### src/rtl/zoom_pkg.sv
// Shared constants for the zoom coordinate pipeline: mode encodings,
// scale shifts, screen geometry and the per-mode display size/origin table.
package zoom_pkg;

  typedef enum logic [2:0] {
    MODE_1X   = 3'b000,
    MODE_IN2  = 3'b001,
    MODE_IN4  = 3'b010,
    MODE_OUT2 = 3'b011,
    MODE_OUT4 = 3'b100
  } zoom_mode_e;

  typedef enum logic {
    ST_ACTIVE  = 1'b0,
    ST_PENDING = 1'b1
  } ctrl_state_e;

  localparam int SCREEN_W = 640;
  localparam int SCREEN_H = 480;

  localparam int SHIFT_1X = 0;
  localparam int SHIFT_2X = 1;
  localparam int SHIFT_4X = 2;

  // Codes above MODE_OUT4 are rejected by the mode controller.
  function automatic logic mode_legal(input logic [2:0] m);
    return (m <= MODE_OUT4);
  endfunction

  function automatic logic [1:0] mode_shift(input logic [2:0] m);
    case (m)
      MODE_IN2, MODE_OUT2: return 2'(SHIFT_2X);
      MODE_IN4, MODE_OUT4: return 2'(SHIFT_4X);
      default:             return 2'(SHIFT_1X);
    endcase
  endfunction

  function automatic logic mode_is_in(input logic [2:0] m);
    return (m == MODE_IN2) || (m == MODE_IN4);
  endfunction

  // Displayed extent along one axis for a source dimension dim.
  function automatic int disp_size(input logic [2:0] m, input int dim);
    if (mode_is_in(m)) return dim << mode_shift(m);
    return dim >> mode_shift(m);
  endfunction

  // Top/left corner that centres the displayed image on the screen axis.
  function automatic int mode_origin(input logic [2:0] m, input int dim, input int screen);
    return (screen - disp_size(m, dim)) / 2;
  endfunction

endpackage

### src/rtl/zoom_coord_pipe_if.sv
// Pixel-stream, mode-control and result signals of the zoom coordinate pipe.
interface zoom_coord_pipe_if #(
  parameter int COORD_W = 10,
  parameter int ADDR_W  = 17
);
  logic               in_valid;
  logic [COORD_W-1:0] next_x;
  logic [COORD_W-1:0] next_y;
  logic [2:0]         ch;
  logic               ch_load;
  logic [COORD_W-1:0] pan_x;
  logic [COORD_W-1:0] pan_y;
  logic               frame_start;
  logic               out_valid;
  logic [COORD_W-1:0] img_x;
  logic [COORD_W-1:0] img_y;
  logic [ADDR_W-1:0]  address;
  logic               in_window;
  logic               zoom_done;
  logic               mode_err;
  logic [2:0]         mode_active;

  modport master (
    output in_valid, next_x, next_y, ch, ch_load, pan_x, pan_y, frame_start,
    input  out_valid, img_x, img_y, address, in_window, zoom_done, mode_err, mode_active
  );

  modport slave (
    input  in_valid, next_x, next_y, ch, ch_load, pan_x, pan_y, frame_start,
    output out_valid, img_x, img_y, address, in_window, zoom_done, mode_err, mode_active
  );
endinterface

### src/rtl/zoom_mode_ctrl.sv
// Mode controller: holds the active zoom mode, defers legal mode requests
// to the next frame boundary, rejects illegal codes and latches pan per frame.
module zoom_mode_ctrl
  import zoom_pkg::*;
#(
  parameter int IMG_W   = 160,
  parameter int IMG_H   = 120,
  parameter int COORD_W = 10
) (
  input  logic               clk_in,
  input  logic               reset,
  input  logic [2:0]         ch,
  input  logic               ch_load,
  input  logic               frame_start,
  input  logic [COORD_W-1:0] pan_x,
  input  logic [COORD_W-1:0] pan_y,
  output logic [2:0]         mode_active,
  output logic [COORD_W-1:0] pan_x_lat,
  output logic [COORD_W-1:0] pan_y_lat,
  output logic               zoom_done,
  output logic               mode_err
);

  localparam logic [COORD_W-1:0] PAN_X_MAX = COORD_W'(IMG_W - 1);
  localparam logic [COORD_W-1:0] PAN_Y_MAX = COORD_W'(IMG_H - 1);

  ctrl_state_e        state_reg, state_next;
  logic [2:0]         mode_reg, mode_next;
  logic [2:0]         pending_reg, pending_next;
  logic               done_reg, done_next;
  logic               err_reg, err_next;
  logic [COORD_W-1:0] pan_x_reg, pan_x_next;
  logic [COORD_W-1:0] pan_y_reg, pan_y_next;
  logic               load_ok;

  // State, mode, pan and pulse registers.
  always_ff @(posedge clk_in or negedge reset) begin
    if (!reset) begin
      state_reg   <= ST_ACTIVE;
      mode_reg    <= MODE_1X;
      pending_reg <= MODE_1X;
      done_reg    <= 1'b0;
      err_reg     <= 1'b0;
      pan_x_reg   <= '0;
      pan_y_reg   <= '0;
    end else begin
      state_reg   <= state_next;
      mode_reg    <= mode_next;
      pending_reg <= pending_next;
      done_reg    <= done_next;
      err_reg     <= err_next;
      pan_x_reg   <= pan_x_next;
      pan_y_reg   <= pan_y_next;
    end
  end

  // Next-state: a legal request arriving with frame_start applies at once,
  // otherwise it waits (overwriting any earlier pending request).
  always_comb begin
    state_next   = state_reg;
    mode_next    = mode_reg;
    pending_next = pending_reg;
    done_next    = 1'b0;
    err_next     = ch_load && !mode_legal(ch);
    load_ok      = ch_load && mode_legal(ch);
    pan_x_next   = pan_x_reg;
    pan_y_next   = pan_y_reg;

    case (state_reg)
      ST_ACTIVE: begin
        if (load_ok && frame_start) begin
          mode_next = ch;
          done_next = 1'b1;
        end else if (load_ok) begin
          pending_next = ch;
          state_next   = ST_PENDING;
        end
      end
      ST_PENDING: begin
        if (load_ok && frame_start) begin
          mode_next  = ch;
          done_next  = 1'b1;
          state_next = ST_ACTIVE;
        end else if (load_ok) begin
          pending_next = ch;
        end else if (frame_start) begin
          mode_next  = pending_reg;
          done_next  = 1'b1;
          state_next = ST_ACTIVE;
        end
      end
      default: state_next = ST_ACTIVE;
    endcase

    if (frame_start) begin
      pan_x_next = (pan_x > PAN_X_MAX) ? PAN_X_MAX : pan_x;
      pan_y_next = (pan_y > PAN_Y_MAX) ? PAN_Y_MAX : pan_y;
    end
  end

  assign mode_active = mode_reg;
  assign pan_x_lat   = pan_x_reg;
  assign pan_y_lat   = pan_y_reg;
  assign zoom_done   = done_reg;
  assign mode_err    = err_reg;

endmodule

### src/rtl/zoom_coord_pipe.sv
// Zoom coordinate pipeline: maps VGA scan coordinates to source-image
// coordinates and a frame-buffer address in three fixed stages
// (origin subtract, scale/window/pan, address multiply-add).
module zoom_coord_pipe
  import zoom_pkg::*;
#(
  parameter int IMG_W   = 160,
  parameter int IMG_H   = 120,
  parameter int COORD_W = 10,
  parameter int ADDR_W  = 17
) (
  input  logic            clk_in,
  input  logic            reset,
  zoom_coord_pipe_if.slave bus
);

  // Signed relative coordinates need one bit beyond COORD_W.
  localparam int RW = COORD_W + 1;
  localparam logic [ADDR_W-1:0] IMG_W_A = ADDR_W'(IMG_W);

  logic [2:0]         mode_active;
  logic [COORD_W-1:0] pan_x_lat, pan_y_lat;
  logic               zoom_done, mode_err;

  zoom_mode_ctrl #(
    .IMG_W   (IMG_W),
    .IMG_H   (IMG_H),
    .COORD_W (COORD_W)
  ) u_mode_ctrl (
    .clk_in      (clk_in),
    .reset       (reset),
    .ch          (bus.ch),
    .ch_load     (bus.ch_load),
    .frame_start (bus.frame_start),
    .pan_x       (bus.pan_x),
    .pan_y       (bus.pan_y),
    .mode_active (mode_active),
    .pan_x_lat   (pan_x_lat),
    .pan_y_lat   (pan_y_lat),
    .zoom_done   (zoom_done),
    .mode_err    (mode_err)
  );

  // Axis 0 is X, axis 1 is Y.
  logic [COORD_W-1:0]   next_c [2];
  logic [COORD_W-1:0]   pan_c  [2];
  logic signed [RW-1:0] org_tab  [2][8];
  logic signed [RW-1:0] disp_tab [2][8];
  logic [COORD_W-1:0]   s2_img [2];
  logic [1:0]           inside_c;
  logic                 in_win_c;

  assign next_c[0] = bus.next_x;
  assign next_c[1] = bus.next_y;
  assign pan_c[0]  = pan_x_lat;
  assign pan_c[1]  = pan_y_lat;
  assign in_win_c  = &inside_c;

  // Shared per-pixel sideband: valid flags and the mode captured on entry.
  logic       s1_valid_reg, s2_valid_reg, s2_win_reg;
  logic [2:0] s1_mode_reg;
  logic [1:0] s1_shift;
  logic       s1_zoom_in;

  assign s1_shift   = mode_shift(s1_mode_reg);
  assign s1_zoom_in = mode_is_in(s1_mode_reg);

  // Sideband registers for stages 1 and 2.
  always_ff @(posedge clk_in or negedge reset) begin
    if (!reset) begin
      s1_valid_reg <= 1'b0;
      s1_mode_reg  <= MODE_1X;
      s2_valid_reg <= 1'b0;
      s2_win_reg   <= 1'b0;
    end else begin
      s1_valid_reg <= bus.in_valid;
      s1_mode_reg  <= mode_active;
      s2_valid_reg <= s1_valid_reg;
      s2_win_reg   <= in_win_c;
    end
  end

  genvar gi, gm;
  generate
    for (gi = 0; gi < 2; gi++) begin : g_axis
      localparam int DIM = (gi == 0) ? IMG_W  : IMG_H;
      localparam int SCR = (gi == 0) ? SCREEN_W : SCREEN_H;

      // Constant display-origin/size table, one entry per mode code.
      for (gm = 0; gm < 8; gm++) begin : g_mode
        assign org_tab[gi][gm]  = RW'(mode_origin(3'(gm), DIM, SCR));
        assign disp_tab[gi][gm] = RW'(disp_size(3'(gm), DIM));
      end

      logic signed [RW-1:0] rel_reg;
      logic [COORD_W-1:0]   pan_reg;
      logic [COORD_W-1:0]   img_reg;
      logic [RW-1:0]        src_c;
      logic [RW-1:0]        sum_c;
      logic [COORD_W-1:0]   wrap_c;

      // Stage 1: position relative to the displayed image, pan captured with it.
      always_ff @(posedge clk_in or negedge reset) begin
        if (!reset) begin
          rel_reg <= '0;
          pan_reg <= '0;
        end else begin
          rel_reg <= $signed({1'b0, next_c[gi]}) - org_tab[gi][mode_active];
          pan_reg <= pan_c[gi];
        end
      end

      // Negative rel is outside; compare signed so it never wraps to a large value.
      assign inside_c[gi] = !rel_reg[RW-1] && (rel_reg < disp_tab[gi][s1_mode_reg]);
      assign src_c  = s1_zoom_in ? ($unsigned(rel_reg) >> s1_shift)
                                 : ($unsigned(rel_reg) << s1_shift);
      assign sum_c  = src_c + RW'(pan_reg);
      assign wrap_c = COORD_W'((sum_c >= RW'(DIM)) ? (sum_c - RW'(DIM)) : sum_c);

      // Stage 2: scaled, panned source coordinate; zero outside the window.
      always_ff @(posedge clk_in or negedge reset) begin
        if (!reset) begin
          img_reg <= '0;
        end else begin
          img_reg <= in_win_c ? wrap_c : '0;
        end
      end

      assign s2_img[gi] = img_reg;
    end
  endgenerate

  logic               out_valid_reg, in_window_reg;
  logic [COORD_W-1:0] img_x_reg, img_y_reg;
  logic [ADDR_W-1:0]  address_reg, address_next;

  assign address_next = ADDR_W'(s2_img[1]) * IMG_W_A + ADDR_W'(s2_img[0]);

  // Stage 3: linear frame-buffer address and output registers.
  always_ff @(posedge clk_in or negedge reset) begin
    if (!reset) begin
      out_valid_reg <= 1'b0;
      in_window_reg <= 1'b0;
      img_x_reg     <= '0;
      img_y_reg     <= '0;
      address_reg   <= '0;
    end else begin
      out_valid_reg <= s2_valid_reg;
      in_window_reg <= s2_win_reg;
      img_x_reg     <= s2_img[0];
      img_y_reg     <= s2_img[1];
      address_reg   <= address_next;
    end
  end

  assign bus.out_valid   = out_valid_reg;
  assign bus.in_window   = in_window_reg;
  assign bus.img_x       = img_x_reg;
  assign bus.img_y       = img_y_reg;
  assign bus.address     = address_reg;
  assign bus.zoom_done   = zoom_done;
  assign bus.mode_err    = mode_err;
  assign bus.mode_active = mode_active;

endmodule

### src/flat_wrapper.sv
// flat-port wrapper written by rule: the top's interface ports become plain ports
module zoom_coord_pipe_flat import zoom_pkg::*;
#(
  parameter int IMG_W   = 160,
  parameter int IMG_H   = 120,
  parameter int COORD_W = 10,
  parameter int ADDR_W  = 17
)
  (clk_in, reset, bus_in_valid, bus_next_x, bus_next_y, bus_ch, bus_ch_load, bus_pan_x, bus_pan_y, bus_frame_start, bus_out_valid, bus_img_x, bus_img_y, bus_address, bus_in_window, bus_zoom_done, bus_mode_err, bus_mode_active);
  zoom_coord_pipe_if #(.COORD_W(COORD_W), .ADDR_W(ADDR_W)) bus_i ();
  input  logic clk_in;
  input  logic reset;
  input wire logic [$bits(bus_i.in_valid)-1:0] bus_in_valid;
  input wire logic [$bits(bus_i.next_x)-1:0] bus_next_x;
  input wire logic [$bits(bus_i.next_y)-1:0] bus_next_y;
  input wire logic [$bits(bus_i.ch)-1:0] bus_ch;
  input wire logic [$bits(bus_i.ch_load)-1:0] bus_ch_load;
  input wire logic [$bits(bus_i.pan_x)-1:0] bus_pan_x;
  input wire logic [$bits(bus_i.pan_y)-1:0] bus_pan_y;
  input wire logic [$bits(bus_i.frame_start)-1:0] bus_frame_start;
  output wire logic [$bits(bus_i.out_valid)-1:0] bus_out_valid;
  output wire logic [$bits(bus_i.img_x)-1:0] bus_img_x;
  output wire logic [$bits(bus_i.img_y)-1:0] bus_img_y;
  output wire logic [$bits(bus_i.address)-1:0] bus_address;
  output wire logic [$bits(bus_i.in_window)-1:0] bus_in_window;
  output wire logic [$bits(bus_i.zoom_done)-1:0] bus_zoom_done;
  output wire logic [$bits(bus_i.mode_err)-1:0] bus_mode_err;
  output wire logic [$bits(bus_i.mode_active)-1:0] bus_mode_active;
  assign bus_i.in_valid = bus_in_valid;
  assign bus_i.next_x = bus_next_x;
  assign bus_i.next_y = bus_next_y;
  assign bus_i.ch = bus_ch;
  assign bus_i.ch_load = bus_ch_load;
  assign bus_i.pan_x = bus_pan_x;
  assign bus_i.pan_y = bus_pan_y;
  assign bus_i.frame_start = bus_frame_start;
  assign bus_out_valid = bus_i.out_valid;
  assign bus_img_x = bus_i.img_x;
  assign bus_img_y = bus_i.img_y;
  assign bus_address = bus_i.address;
  assign bus_in_window = bus_i.in_window;
  assign bus_zoom_done = bus_i.zoom_done;
  assign bus_mode_err = bus_i.mode_err;
  assign bus_mode_active = bus_i.mode_active;
  zoom_coord_pipe #(.IMG_W(IMG_W), .IMG_H(IMG_H), .COORD_W(COORD_W), .ADDR_W(ADDR_W)) u_core (.clk_in(clk_in), .reset(reset), .bus(bus_i));
endmodule
### config.mk
export PLATFORM = sky130hd
export DESIGN_NAME = zoom_coord_pipe_flat
export DESIGN_NICKNAME = d
export VERILOG_FILES = /design/src/rtl/zoom_pkg.sv /design/src/rtl/zoom_coord_pipe_if.sv /design/src/rtl/zoom_mode_ctrl.sv /design/src/rtl/zoom_coord_pipe.sv /design/src/flat_wrapper.sv
export SDC_FILE = /design/constraint.sdc
export NUM_CORES = 1
export LEC_CHECK = 0
export CAP_MARGIN = 10
export CORE_UTILIZATION = 52
export DETAILED_ROUTE_END_ITERATION = 7
export PLACE_DENSITY = 0.75
export SLEW_MARGIN = 20
export SYNTH_ARGS = -nofsm -noshare
export SYNTH_HDL_FRONTEND = slang
export SYNTH_HIERARCHICAL = 1
export SYNTH_SLANG_ARGS = --single-unit
### constraint.sdc
create_clock -name clk_in -period 12.33 [get_ports clk_in]
set_input_delay 3.0825 -clock clk_in [delete_from_list [all_inputs] [get_ports clk_in]]
set_output_delay 3.0825 -clock clk_in [all_outputs]
set_load 0.005 [all_outputs]
==> results of run 1 <==
cells by family (layout without fill, tap and decap cells):
logic type                 count (synthesis)  after routing  synth area share (%)
adders and majority gates                 87             87                  14.0
AOI/OAI and AO/OA                        230            230                  19.1
DFF                                      131            131                  40.4
buffers and inverters                     92            192                  4.62
and+or+nand+nor                          291            291                  17.2
muxes                                      5              5                 0.632
xor gates and xnor gates                  38             38                  4.10
final cells by class:
class                           count  area share [%]
Tap cell                          188            2.40
Clock inverter                     15            1.92
Inverter                           62            2.38
Timing Repair Buffer               98            9.82
Sequential cell                   131            33.5
Clock buffer                       17            4.35
Multi-Input combinational cell    651            45.6
worst max-delay path, delay by kind of cell:
| kind | cells | cell delay (ns) |
|---|---|---|
| buffers and inverters | 2 | 0.49 |
| AND/OR/NAND/NOR | 1 | 0.12 |
| adder cells (fa/ha/maj) | 2 | 0.62 |
| XOR/XNOR | 1 | 0.16 |
| AO/OA/AOI/OAI | 5 | 1.01 |
Yosys cell counts (9+ instances only):
master	count
nor3_1	36
nor2b_1	19
ha_1	81
or3_1	9
a21oi_1	62
clkbuf_1	21
nand2_1	50
a21o_1	13
a31oi_1	10
o21a_1	10
xnor2_1	22
xor2_1	16
o21ai_0	47
inv_1	61
dfrtp_1	131
nor2_1	118
nand2b_1	16
through the flow:
step	setup WS, ns	hold slack (ns)	utilization, %	instance area, um2	instances
5_1_grt	6.91	0.357	64.4	9790	1162
4_1_cts	7.14	0.349	64.4	9790	1162
2_1_floorplan	7.43	0.331	-	8120	874
6_report	7.15	0.348	64.4	9790	1162
3_5_place_dp	6.71	0.336	60.3	9170	1130
3_3_place_gp	6.81	0.332	60.3	9170	1130
power by group through the flow:
stage | Sequential (uW) | Combinational, uW | Clock, uW
floorplan | 571 | 962 | 0
global placement | 600 | 1220 | 0
detailed placement | 600 | 1240 | 0
CTS | 593 | 1260 | 526
global route | 604 | 1420 | 548
finish | 595 | 1270 | 517
routing by layer:
metal	up-vias	wire length, um
met5	-	0
met4	0	487
met3	33	860
met1	3126	7900
li1	3252	-
met2	214	8500
how the worst min path moves through the flow:
stage,start,to,cells after the start
floorplan,u_core/g_axis[0].img_reg[0]$_DFF_PN0_,u_core/bus.img_x[0]$_DFF_PN0_,0
CTS,u_core/g_axis[0].img_reg[0]$_DFF_PN0_,u_core/bus.img_x[0]$_DFF_PN0_,0
finish,u_core/g_axis[0].img_reg[0]$_DFF_PN0_,u_core/bus.img_x[0]$_DFF_PN0_,0
detailed placement,u_core/g_axis[0].img_reg[0]$_DFF_PN0_,u_core/bus.img_x[0]$_DFF_PN0_,0
global placement,u_core/g_axis[0].img_reg[1]$_DFF_PN0_,u_core/bus.img_x[1]$_DFF_PN0_,0
global route,u_core/s2_valid_reg$_DFF_PN0_,u_core/bus.out_valid$_DFF_PN0_,0
==> impl_metrics.py, run 1 <==
metrics = {
    "global_routing": {
        "grt_pass1_vias": 6219,
        "overflow": 0,
        "grt_pass1_wl_um": 29800,
        "grt.met2_usage_pct": 39.4,
        "track_usage_pct": 23.6,
        "grt_busiest_layer": "met2",
        "gr-usage-met3_pct": 4.13,
        "grt_max_degree": 69,
        "met1_usage_pct": 30.0,
        "antenna_found_initial": 0,
    },
    "power_and_ir_drop": {
        "vdd_ir_drop_max_uv": 120,
        "switching_share_pct": 43.2,
        "seqPwrFrac_pct": 25.0,
        "switchingPower_uw": 1030,
        "internal_power_uw": 1350,
        "fin_total_pwr_uw": 2380,
        "p_clk_share_pct": 21.7,
        "power_leakage_uw": 0.00451,
        "power_density_nw_per_um2": 244,
        "power_frac_comb_pct": 53.4,
    },
    "critical_path": {
        "critPathMaxFanout": 3,
        "r2r_setup_slack_ns": 7.36,
        "arrival_ns": 5.49,
        "endpoint": "u_core/g_axis[1].rel_reg[8]$_DFF_PN0_",
        "endpoint_kind": "flip-flop",
        "timing.rr.start": "u_core/s1_mode_reg[1]$_DFF_PN0_",
        "worst_path_max_delay_cell": "clkdlybuf4s50_1",
        "cp.required_ns": 12.63,
        "worstReg2RegEnd": "u_core/g_axis[1].img_reg[6]$_DFF_PN0_",
        "path_cells": "clkdlybuf4s50_1 > inv_1 > ha_1 > fa_1 > nor2b_1 > o21ai_0 > a21boi_0 > o21ai_0 > a21boi_0 > o22ai_1 > xor2_1",
        "startpoint_type": "primary input",
        "critPathKind": "primary input to flip-flop",
        "reg2reg_depth": 18,
        "max_stage_delay_ns": 0.45,
        "crit_path_start": "bus_next_y[0]",
    },
    "yosys": {
        "synth_area_per_cell_um2": 9.29,
        "ys_types": 76,
        "yosysWarnings": 6,
        "synth_fp_nets": 1009,
        "syn-cell-area_um2": 8120,
        "synth_flop_cell": "dfrtp_1",
        "yosysTopAreaCell": "dfrtp_1",
        "synth_edf_count": 0,
        "synth.area.top_cells": "dfrtp_1 40%, ha_1 12%, nor2_1 5.5%",
        "ys_seq_elements": 131,
        "seq_area_frac_synth_pct": 40.4,
        "yosysTopAreaCellShare_pct": 40.4,
        "synthCells": 874,
        "ys_async_sr_fraction_pct": 100,
    },
    "sta": {
        "hold_violations": 0,
        "slew_violations": 0,
        "period_share_pct": 42.1,
        "worstMarginPinSlew_ns": 0.807,
        "rsz0062_at_grt": "no",
        "max_freq_mhz": 193,
        "finClkSkew_ns": 0.0134,
        "min_period_ns": 5.18,
        "slew_headroom_pct": 46.2,
        "setup_viol": 0,
        "finalSetupTns_ns": 0,
    },
    "die": {
        "initial_utilization_pct": 53.4,
        "die-area_um2": 16100,
        "io_pins": 92,
        "core_um2": 15200,
        "die_h_um": 127,
        "die_w_um": 127,
        "rows": 45,
    },
    "detailed_routing": {
        "drt-total-wl_um": 17700,
        "avgRoutedWirePerCell_um": 15.3,
        "ant_nets": 0,
        "drc": 0,
        "drt-pass1-iter-count": 5,
        "viasPerCell": 5.70,
        "drt_iter0_markers": 473,
        "vias": 6625,
    },
    "clock_network": {
        "hold_buffers": 0,
        "cts_tree": "built",
        "clk_latency_ns": 0.43,
        "cts-root-buf": "clkbuf_16",
        "postCtsSetupBuffers": 0,
        "clkSlewWorstSetupHoldPaths_ns": 0.06,
        "h-tree-depth": 4,
        "cts_num_sinks": 131,
        "ctsResizeCount": 0,
        "cts_buffers": 17,
        "cts_buffer_depth": 2,
    },
    "placed_design": {
        "place.detailed.hpwl_um": 13100,
        "portBuffers": 91,
        "gp_congestion": 0.874,
    },
    "finish": {
        "fin_nets": 1096,
        "final-seq-area_um2": 3280,
        "largest_reg_flops": 22,
        "fillers": 1290,
        "mostFrequentLayoutCells": "131 x dfrtp_1, 117 x nor2_1, 90 x clkdlybuf4s50_1",
        "final_layout_size_suffix_gt1_share_pct": 6.47,
        "diodes": 0,
        "area_delta_synth_final_pct": 20.6,
        "multi_input_area_um2": 4470,
        "mostFrequentLayoutCell": "dfrtp_1",
    },
    "run_status": {
        "outcome": "completed",
    },
    "flow_run": {
        "drv_cap": 0,
    },
    "worst_hold_path": {
        "hold_path.class": "flip-flop to flip-flop",
    },
}
No activity file was read; power rests on OpenSTA's default activity.
==> run 2: changes to the inputs <==
- PLACE_DENSITY: 0.75 -> 0.78
- clock period: 12.33 -> 4.25 ns (I/O delays scaled with it)
==> impl_metrics.py, run 2 (synthesis results as in run 1) <==
metrics = {
    "finish": {
        "fin_nets": 1160,
        "largest_reg_flops": 22,
        "area_delta_synth_final_pct": 29.1,
        "mostFrequentLayoutCell": "dfrtp_1",
        "final_layout_size_suffix_gt1_share_pct": 15.5,
        "mostFrequentLayoutCells": "129 x dfrtp_1, 113 x nor2_1, 90 x clkdlybuf4s50_1",
        "final_cell_area_um2": 10500,
        "diodes": 0,
        "final_core_util_pct": 68.9,
    },
    "clock_network": {
        "clk_latency_ns": 0.42,
        "clkSlewWorstSetupHoldPaths_ns": 0.06,
        "hold_buffers": 0,
        "h-tree-depth": 4,
        "cts-root-buf": "clkbuf_16",
        "cts_buffers": 17,
        "cts_buffer_depth": 2,
        "cts_num_sinks": 131,
        "cts_tree": "built",
    },
    "detailed_routing": {
        "avgRoutedWirePerCell_um": 15.6,
        "ant_nets": 0,
        "drt_iter0_markers": 572,
        "drt-pass1-iter-count": 5,
        "drc": 0,
        "drt-total-wl_um": 19100,
        "viasPerCell": 5.73,
        "vias": 7023,
    },
    "sta": {
        "finClkSkew_ns": 0.00956,
        "worstMarginPinSlew_ns": 0.729,
        "period_share_pct": 98.4,
        "finalSetupTns_ns": 0,
        "max_freq_mhz": 239,
        "slew_violations": 0,
        "min_period_ns": 4.18,
        "setup_viol": 0,
        "hold_violations": 0,
        "slew_headroom_pct": 51.4,
    },
    "die": {
        "die-area_um2": 16100,
        "die_w_um": 127,
        "die_h_um": 127,
        "initial_utilization_pct": 53.4,
        "io_pins": 92,
        "rows": 45,
        "core_um2": 15200,
    },
    "global_routing": {
        "grt_pass1_wl_um": 31200,
        "overflow": 0,
        "grt_pass1_vias": 6552,
        "grt_max_degree": 76,
        "track_usage_pct": 24.8,
        "antenna_found_initial": 0,
    },
    "critical_path": {
        "startpoint_type": "flip-flop",
        "timing.rr.start": "u_core/s1_mode_reg[1]$_DFF_PN0_",
        "endpoint_kind": "flip-flop",
        "critPathKind": "flip-flop to flip-flop",
        "crit_path_start": "u_core/s1_mode_reg[1]$_DFF_PN0_",
        "critPathMaxFanout": 5,
        "arrival_ns": 4.51,
        "cp.required_ns": 4.57,
    },
    "power_and_ir_drop": {
        "p_clk_share_pct": 18.3,
        "switching_share_pct": 41.3,
        "power_frac_comb_pct": 59.8,
        "internal_power_uw": 4660,
        "power_density_nw_per_um2": 757,
        "vdd_ir_drop_max_uv": 425,
        "power_leakage_uw": 0.00485,
        "switchingPower_uw": 3270,
        "fin_total_pwr_uw": 7930,
        "seqPwrFrac_pct": 21.9,
    },
    "worst_hold_path": {
        "worstHoldStart": "u_core/s1_valid_reg$_DFF_PN0_",
        "hold_path.class": "flip-flop to flip-flop",
    },
    "placed_design": {
        "dpl_cell_area_um2": 9590,
        "place.detailed.hpwl_um": 14000,
        "portBuffers": 91,
        "gp_congestion": 0.950,
    },
    "run_status": {
        "outcome": "completed",
    },
    "flow_run": {
        "drv_cap": 0,
    },
}
run 2: changes by cell type in the layout (fill, tap and decap cells not counted), moves of 5 or more:
cell	previous run	this run
buf_4	8	63
ha_1	81	73
ha_2	0	6
o21ai_0	47	42
o21ai_1	3	8
run 2: power by group through the flow:
stage | combinational, uW | clock, uW | sequential [uW]
global placement | 4140 | 0 | 1750
global route | 5210 | 1540 | 1760
finish | 4740 | 1450 | 1730
detailed placement | 4210 | 0 | 1750
CTS | 4280 | 1480 | 1730
floorplan | 2800 | 0 | 1660
run 2: path summary, 6_finish.rpt:
path,endpoint,slack (ns),cells after the start
worst max-delay path,u_core/g_axis[1].img_reg[6]$_DFF_PN0_,0.07,18
worst min-delay path,u_core/s2_valid_reg$_DFF_PN0_,0.35,0
worst max register to register,u_core/g_axis[1].img_reg[6]$_DFF_PN0_,0.07,18
worst min register to register,u_core/s2_valid_reg$_DFF_PN0_,0.35,0
max in group asynchronous,u_core/u_mode_ctrl/pan_y_lat[8]$_DFFE_PN0P_,2.74,2
min in group asynchronous,u_core/s2_valid_reg$_DFF_PN0_,0.69,1
run 2: through the flow:
step	setup WS [ns]	hold WS, ns	cells
after floorplan	0.00556	0.331	874
after global placement	0.00688	0.332	1182
after detailed placement	-0.0521	0.336	1182
after CTS	0.00290	0.348	1214
after global routing	-0.0707	0.355	1225
final	0.0681	0.347	1225
run 2: timing repair:
item,4_1_cts,5_1_grt
pin swaps,4,12
gates cloned,0,2
setup buffers,1,9
setup endpoints to repair,6,12
resized for setup,6,50
run 2: layout make-up:
cell class / count / area (um2)
fill: 1130 / 4720
multi-input combinational: 652 / 4650
sequential: 131 / 3280
timing repair buffer: 161 / 1480
clock buffer: 21 / 470
tap: 188 / 235
inverter: 62 / 233
clock inverter: 10 / 125
run 2: layer usage:
metal  global-route usage [%]  part of all wire, %  routed length, um
met3                     4.81                  5.4               1040
met2                     41.4                   48               9210
met4                     11.1                  2.8                544
met5                        0                    0                  0
met1                     31.3                   44               8350
run 2: worst max-delay path, cell delays in order (launching register included):
cell      delay [ns]
dfrtp_2         0.44
inv_2           0.09
ha_4            0.15
nor2_4          0.05
or2_4           0.28
mux2i_1         0.14
or3_1           0.31
o21ai_1         0.11
ha_2            0.22
inv_1           0.06
fa_2            0.34
and3b_2         0.29
a211oi_2        0.06
xor2_1          0.30
inv_1           0.10
ha_2            0.22
a211o_4         0.36
or4_4           0.49
o311ai_2        0.08
==> run 3: changes to the inputs <==
- CTS_BUF_LIST: unset -> sky130_fd_sc_hd__clkbuf_2 sky130_fd_sc_hd__clkbuf_4 sky130_fd_sc_hd__clkbuf_8
==> impl_metrics.py, run 3 (synthesis results as in run 1) <==
metrics = {
    "critical_path": {
        "reg2reg_depth": 17,
        "max_stage_delay_ns": 0.49,
        "arrival_ns": 4.54,
        "r2r_setup_slack_ns": 0.06,
        "endpoint": "u_core/g_axis[1].img_reg[6]$_DFF_PN0_",
        "crit_top_cell": "ha_2",
        "critPathKind": "flip-flop to flip-flop",
        "critPathMaxFanout": 6,
        "cp.required_ns": 4.61,
        "worst_path_max_delay_cell": "or4_4",
        "path_cells": "ha_2 > nor2_4 > or2_4 > mux2i_1 > or3_1 > o21ai_2 > ha_2 > inv_2 > fa_2 > and3b_2 > a211oi_2 > xor2_1 > inv_1 > ha_2 > a211o_4 > or4_4 > o311ai_2",
        "crit_path_start": "u_core/s1_mode_reg[0]$_DFF_PN0_",
        "timing.rr.start": "u_core/s1_mode_reg[0]$_DFF_PN0_",
        "startpoint_type": "flip-flop",
        "worstReg2RegEnd": "u_core/g_axis[1].img_reg[6]$_DFF_PN0_",
        "endpoint_kind": "flip-flop",
    },
    "power_and_ir_drop": {
        "power_frac_comb_pct": 63.1,
        "power_leakage_uw": 0.00477,
        "fin_total_pwr_uw": 7580,
        "p_clk_share_pct": 14.1,
        "seqPwrFrac_pct": 22.8,
        "vdd_ir_drop_max_uv": 426,
        "switching_share_pct": 42.5,
        "switchingPower_uw": 3220,
        "power_density_nw_per_um2": 736,
        "internal_power_uw": 4360,
    },
    "clock_network": {
        "clk_latency_ns": 0.46,
        "cts_num_sinks": 131,
        "clkSlewWorstSetupHoldPaths_ns": 0.08,
        "cts_buffer_depth": 2,
        "cts_tree": "built",
        "h-tree-depth": 4,
        "cts_buffers": 17,
        "cts-root-buf": "clkbuf_8",
    },
    "sta": {
        "finClkSkew_ns": 0.0133,
        "setup_viol": 0,
        "period_share_pct": 98.5,
        "max_freq_mhz": 239,
        "setup_slack_ns": 0.0636,
        "hold_violations": 0,
        "worstMarginPinSlew_ns": 0.713,
        "slew_headroom_pct": 52.5,
        "slew_violations": 0,
        "min_period_ns": 4.19,
    },
    "run_status": {
        "outcome": "completed",
    },
    "die": {
        "die_h_um": 127,
        "io_pins": 92,
        "die-area_um2": 16100,
        "initial_utilization_pct": 53.4,
        "die_w_um": 127,
        "rows": 45,
        "core_um2": 15200,
    },
    "finish": {
        "mostFrequentLayoutCells": "129 x dfrtp_1, 112 x nor2_1, 90 x clkdlybuf4s50_1",
        "mostFrequentLayoutCell": "dfrtp_1",
        "instances_no_fill": 1224,
        "final_layout_size_suffix_gt1_share_pct": 15.8,
        "fin_nets": 1159,
        "largest_reg_flops": 22,
        "area_delta_synth_final_pct": 26.9,
        "diodes": 0,
        "final_core_util_pct": 67.7,
    },
    "detailed_routing": {
        "drc": 0,
        "vias": 6980,
        "viasPerCell": 5.70,
        "avgRoutedWirePerCell_um": 15.5,
        "drt-pass1-iter-count": 5,
        "drt-total-wl_um": 19000,
        "ant_nets": 0,
        "drt_iter0_markers": 509,
    },
    "global_routing": {
        "antenna_found_initial": 0,
        "grt_pass1_vias": 6562,
        "track_usage_pct": 24.6,
        "grt_pass1_wl_um": 30900,
        "grt_max_degree": 76,
        "overflow": 0,
    },
    "placed_design": {
        "pre_cts_ws_ns": -0.0521,
        "gp_congestion": 0.950,
        "portBuffers": 91,
        "place.detailed.hpwl_um": 14000,
        "place_inst": 1182,
    },
    "flow_run": {
        "drv_cap": 0,
    },
    "worst_hold_path": {
        "hold_path.class": "flip-flop to flip-flop",
    },
}
run 3: repair_timing:
action / 4_1_cts / 5_1_grt
gates resized for setup: 5 / 53
endpoints found under the setup margin: 6 / 12
hold buffers: 0 / 0
cloned: 0 / 3
pin swaps: 4 / 12
endpoints found under the hold margin: 0 / 0
setup buffers: 1 / 7
run 3: metal layers:
layer  wire [um]  GRT usage [%]  part of all wire [%]  up-vias
met5           0              0                     0        -
met4         752           13.4                   4.0        0
met3        1120           5.15                   5.9       66
met2        8950           40.0                    47      261
met1        8150           30.6                    43     3263
li1            -              -                     -     3390
run 3: area by class of cell:
cell class | instances | area (um2)
inverters | 62 | 233
multi-input cells | 652 | 4650
clock buffers | 21 | 283
repair buffers | 160 | 1490
clock inverters | 10 | 125
flip-flops and latches | 131 | 3280
fillers | 1169 | 4900
well taps | 188 | 235
run 3: stage by stage:
step	hold slack (ns)	setup TNS, ns	cell area [um2]
after global routing	0.358	-0.262	10300
after detailed placement	0.336	-0.171	9590
final	0.351	0	10300
after CTS	0.353	0	10000
after global placement	0.332	0	9590
after floorplan	0.331	0	8130
run 3: worst min path at each step:
stage / endpoint / from / depth (start not counted) / slack, ns
floorplan: u_core/bus.img_x[0]$_DFF_PN0_ / u_core/g_axis[0].img_reg[0]$_DFF_PN0_ / 0 / 0.33
global placement: u_core/bus.img_x[1]$_DFF_PN0_ / u_core/g_axis[0].img_reg[1]$_DFF_PN0_ / 0 / 0.33
detailed placement: u_core/bus.img_x[0]$_DFF_PN0_ / u_core/g_axis[0].img_reg[0]$_DFF_PN0_ / 0 / 0.34
CTS: u_core/bus.img_x[0]$_DFF_PN0_ / u_core/g_axis[0].img_reg[0]$_DFF_PN0_ / 0 / 0.35
global route: u_core/bus.img_x[2]$_DFF_PN0_ / u_core/g_axis[0].img_reg[2]$_DFF_PN0_ / 0 / 0.36
finish: u_core/s2_valid_reg$_DFF_PN0_ / u_core/s1_valid_reg$_DFF_PN0_ / 0 / 0.35
run 3: power by group through the flow:
stage	registers, uW	clock network [uW]	logic [uW]
after floorplan	1660	0	2800
final	1730	1070	4780
after CTS	1720	1100	4270
after detailed placement	1750	0	4210
after global routing	1760	1150	5270
after global placement	1750	0	4140
run 3: worst max-delay path, delay by kind of cell (launching register included):
kind,cells,cell delay (ns)
adder cells (fa/ha/maj),4,1.01
AO/OA/AOI/OAI,4,0.57
AND/OR/NAND/NOR,5,1.48
flip-flops,1,0.44
XOR/XNOR,1,0.31
multiplexers,1,0.14
buffers and inverters,2,0.14
